==> src/rtl/gray_pkg.sv <==
// Gray-code helpers shared by the pointer CDC blocks of the async FIFO.
// The functions work on a 32-bit word; callers zero-extend and truncate to their width.
package gray_pkg;

  localparam int SYNC_STAGES_MIN = 2;
  localparam int SYNC_STAGES_MAX = 4;
  localparam int GRAY_MAX_W      = 32;

  typedef logic [GRAY_MAX_W-1:0] gray_word_t;

  function automatic gray_word_t bin_to_gray(input gray_word_t bin);
    return bin ^ (bin >> 1);
  endfunction

  // Zero bits above the caller's width decode to zero, so truncation stays exact.
  function automatic gray_word_t gray_to_bin(input gray_word_t gray);
    gray_word_t bin;
    bin[GRAY_MAX_W-1] = gray[GRAY_MAX_W-1];
    for (int i = GRAY_MAX_W-2; i >= 0; i--) begin
      bin[i] = bin[i+1] ^ gray[i];
    end
    return bin;
  endfunction

endpackage

==> src/rtl/gray_sync_chain.sv <==
// Multi-flop synchronizer: STAGES back-to-back async-reset registers, no logic in between.
module gray_sync_chain #(
  parameter int WIDTH  = 8,
  parameter int STAGES = 2
) (
  input  logic             i_clk,
  input  logic             i_rst,
  input  logic [WIDTH-1:0] i_d,
  output logic [WIDTH-1:0] o_q
);

  (* ASYNC_REG = "TRUE", DONT_TOUCH = "TRUE" *)
  logic [STAGES-1:0][WIDTH-1:0] r_stage;

  always_ff @(posedge i_clk or posedge i_rst) begin
    if (i_rst) r_stage <= '0;
    else       r_stage <= {r_stage[STAGES-2:0], i_d};
  end

  assign o_q = r_stage[STAGES-1];

endmodule

==> src/rtl/gray_ptr_sync.sv <==
// Brings a foreign-domain binary pointer into sys_clk_i: Gray encode, synchronize, decode.
module gray_ptr_sync
  import gray_pkg::*;
#(
  parameter int DATA_WIDTH  = 8,
  parameter int SYNC_STAGES = 2
) (
  input  logic                  sys_clk_i,
  input  logic                  sys_rst_i,
  input  logic [DATA_WIDTH-1:0] bin_i,
  output logic [DATA_WIDTH-1:0] gray_o,
  output logic [DATA_WIDTH-1:0] sync_gray_o,
  output logic [DATA_WIDTH-1:0] bin_o
);

  generate
    if (SYNC_STAGES < SYNC_STAGES_MIN || SYNC_STAGES > SYNC_STAGES_MAX) begin : g_bad_stages
      $error("gray_ptr_sync: SYNC_STAGES must be in 2..4");
    end
    if (DATA_WIDTH < 1 || DATA_WIDTH > GRAY_MAX_W) begin : g_bad_width
      $error("gray_ptr_sync: DATA_WIDTH must be in 1..32");
    end
  endgenerate

  logic [DATA_WIDTH-1:0] w_gray;
  logic [DATA_WIDTH-1:0] w_sync;

  assign w_gray = DATA_WIDTH'(bin_to_gray(GRAY_MAX_W'(bin_i)));

  gray_sync_chain #(
    .WIDTH  (DATA_WIDTH),
    .STAGES (SYNC_STAGES)
  ) u_sync (
    .i_clk (sys_clk_i),
    .i_rst (sys_rst_i),
    .i_d   (w_gray),
    .o_q   (w_sync)
  );

  assign gray_o      = w_gray;
  assign sync_gray_o = w_sync;
  assign bin_o       = DATA_WIDTH'(gray_to_bin(GRAY_MAX_W'(w_sync)));

endmodule

==> config.mk <==
export PLATFORM = sky130hd
export DESIGN_NAME = gray_ptr_sync
export DESIGN_NICKNAME = d
export VERILOG_FILES = /design/src/rtl/gray_pkg.sv /design/src/rtl/gray_sync_chain.sv /design/src/rtl/gray_ptr_sync.sv
export SDC_FILE = /design/constraint.sdc
export NUM_CORES = 1
export LEC_CHECK = 0
export CORE_AREA = 5 5 47 49
export DETAILED_ROUTE_END_ITERATION = 10
export DIE_AREA = 0 0 52 54
export GPL_ROUTABILITY_DRIVEN = 0
export PLACE_DENSITY = 0.88
export SYNTH_ARGS = -nofsm -noshare
export SYNTH_HDL_FRONTEND = slang
export SYNTH_SLANG_ARGS = --single-unit
==> constraint.sdc <==
create_clock -name sys_clk_i -period 2.45 [get_ports sys_clk_i]
set_input_delay 0.3675 -clock sys_clk_i [delete_from_list [all_inputs] [get_ports sys_clk_i]]
set_output_delay 0.3675 -clock sys_clk_i [all_outputs]
set_load 0.05 [all_outputs]
==> flow_summary.yaml <==
run_status:
  run_status: "completed"
worst_setup_path:
  r2r-end: "u_sync.o_q[6]$_DFF_PP0_"
  critical_path_required_ns: 2.08
  reg2reg_slack_ns: 1.97
  start_kind: "flop"
  critPathCaptureType: "output pin"
  path_delay_family: "buffers and inverters"
  rr_startpoint: "u_sync.r_stage[6]$_DFF_PP0_"
  path_depth: 3
  cp-endpoint: "bin_o[4]"
  crit_start: "u_sync.o_q[6]$_DFF_PP0_"
  critPathKind: "reg -> out"
  critical_path_arrival_ns: 1.97
  slowest_stage: "clkdlybuf4s50_1"
  cp_slowest_stage_delay_ns: 0.82
  cp_cell_sequence: "xnor2_2, xor2_1, clkdlybuf4s50_1"
  crit_fanout: 4
  path_buf_inv: 1
  rr_worst_depth: 0
synth:
  avgSynthCellArea_sq_um: 14.3
  ys_seq_area_share_pct: 60.8
  synth_cells: 46
  synth_seq_cells: 16
  netlist_area_sq_um: 658
  synth_top_area_cell: "dfrtp_1"
  synth.area.top_cells: "dfrtp_1, xor2_1, buf_4"
  yosysUniqueCellTypes: 7
  yosys_warnings: 0
  syn_nets: 56
  synth_top_area_share_pct: 60.8
timing:
  slew_headroom_pct: 63.7
  period_share_pct: 95.4
  rsz0062_at_grt: "no"
  post-route-min-period_ns: 2.34
  fmax_ghz: 0.428
  slew_viol_final: 0
  worst_pin_slew_ns: 0.544
  clock_skew_ns: 0.000396
  setup_viol: 0
  hold_violations: 0
  fin_setup_tns_ns: 0
clocking:
  cts_tree: "yes"
  h-tree-depth: 1
  clockBufferDepth: 2
  clkSinkCount: 16
  holdBufCountCts: 0
  insertion_delay_ns: 0.26
  root_buffer: "clkbuf_4"
  cts_made_buffers: 3
  clk_pin_slew_ns: 0.08
  cts.repair.resized: 0
  post_cts_buffers: 0
final_layout:
  area_growth_pct: 52.9
  multi_input_area_sq_um: 171
  final_nets: 84
  stdcell_area_sq_mm: 0.00101
  n_antenna_cell: 0
  utilization_pct: 55.2
  regArea_sq_um: 400
  layout-drive-gt1-share_pct: 23.3
  fillCellCount: 164
floorplan:
  io_pins: 34
  design.die.area_sq_mm: 0.00281
  core_sq_mm: 0.00182
  num_rows: 16
  initial_core_util_pct: 36.1
  die_w_microns: 52
  die_h_microns: 54
power:
  worst_ir_drop_vdd_uv: 548
  powerDensity_mw_per_mm2: 1120
  p_leak_nw: 0.457
grt:
  grt_antenna_before_repair: 0
  grt-ovfl-total: 0
  grt_usage_pct: 8.17
  first_global_vias: 417
  grt_first_pass_wirelength_mm: 1.64
  grt_max_degree: 17
placed_design:
  dp_hpwl_microns: 906
  io_buffers: 33
  postPlaceCellArea_sq_um: 970
hold_path:
  hp-class: "reg -> reg"
routing:
  num_vias: 387
  drt-vias-per-instance: 3.87
  drt-total-wl_mm: 1.01
  first_pass_iters: 1
  antenna_left: 0
  drcViolationCount: 0
  dr.first_iter.drc_count: 0
  route.detailed.wl_per_inst_microns: 10.1
job:
  drv_cap: 0
-- how the worst min path moves through the flow --
stage	start	end	slack, ns	depth (start not counted)
after floorplan	sys_rst_i	u_sync.o_q[0]$_DFF_PP0_	0.28	1
after global placement	u_sync.r_stage[0]$_DFF_PP0_	u_sync.o_q[0]$_DFF_PP0_	0.33	0
after detailed placement	u_sync.r_stage[3]$_DFF_PP0_	u_sync.o_q[3]$_DFF_PP0_	0.33	0
after CTS	u_sync.r_stage[5]$_DFF_PP0_	u_sync.o_q[5]$_DFF_PP0_	0.35	0
after global routing	u_sync.r_stage[2]$_DFF_PP0_	u_sync.o_q[2]$_DFF_PP0_	0.36	0
final	u_sync.r_stage[5]$_DFF_PP0_	u_sync.o_q[5]$_DFF_PP0_	0.35	0
-- flip-flops by register name (all words and copies together), names as in the netlist --
register,cells
u_sync.o_q,8
u_sync.r_stage,8
-- report_power, final --
group	internal [mW]	leakage (nW)	switching (mW)
clock	0.0901	0.0210	0.0680
combinational	0.274	0.250	0.395
sequential	0.289	0.186	0.0136
total	0.653	0.457	0.477
-- stage by stage --
| step | hold slack, ns | worst slack [ns] | cells | power (mW) |
|---|---|---|---|---|
| 2_1_floorplan | 0.281 | 0.131 | 46 | 0.711 |
| 3_3_place_gp | 0.332 | 0.395 | 96 | 0.975 |
| 3_5_place_dp | 0.335 | 0.370 | 96 | 0.984 |
| 4_1_cts | 0.354 | 0.0747 | 100 | 1.14 |
| 5_1_grt | 0.360 | 0.0151 | 100 | 1.18 |
| 6_report | 0.352 | 0.113 | 100 | 1.13 |
-- cells in the mapped netlist (all sizes together) --
master  instances
xnor3           1
dfrtp          16
inv             3
xnor2           6
buf            10
xor2           10
-- cells by family after synthesis --
logic type	share of synthesized area [%]
buffers and inverters	13.1
xor gates and xnor gates	26.0
DFF	60.8
-- routing by layer --
metal  up-vias  wire length (microns)  GRT usage (%)
li1        183                      -              -
met5         -                      0              0
met3         2                    122           3.60
met4         0                      4           3.93
met2        24                    543           15.3
met1       178                    341           7.49
-- area by class of cell --
type | count | area share [%]
clock buffers | 4 | 3.61
inverters | 3 | 1.12
multi-input cells | 17 | 17.0
flip-flops and latches | 16 | 39.8
well taps | 27 | 3.36
repair buffers | 33 | 35.1
-- layout by cell type, fill, tap and decap left out --
cell type / count
buf_12: 4
buf_4: 7
clkbuf_4: 3
clkbuf_8: 1
clkdlybuf4s50_1: 22
dfrtp_1: 16
inv_1: 3
xnor2_1: 5
xnor2_2: 1
xnor3_2: 1
xor2_1: 10
(Power assumes the default switching activity.)
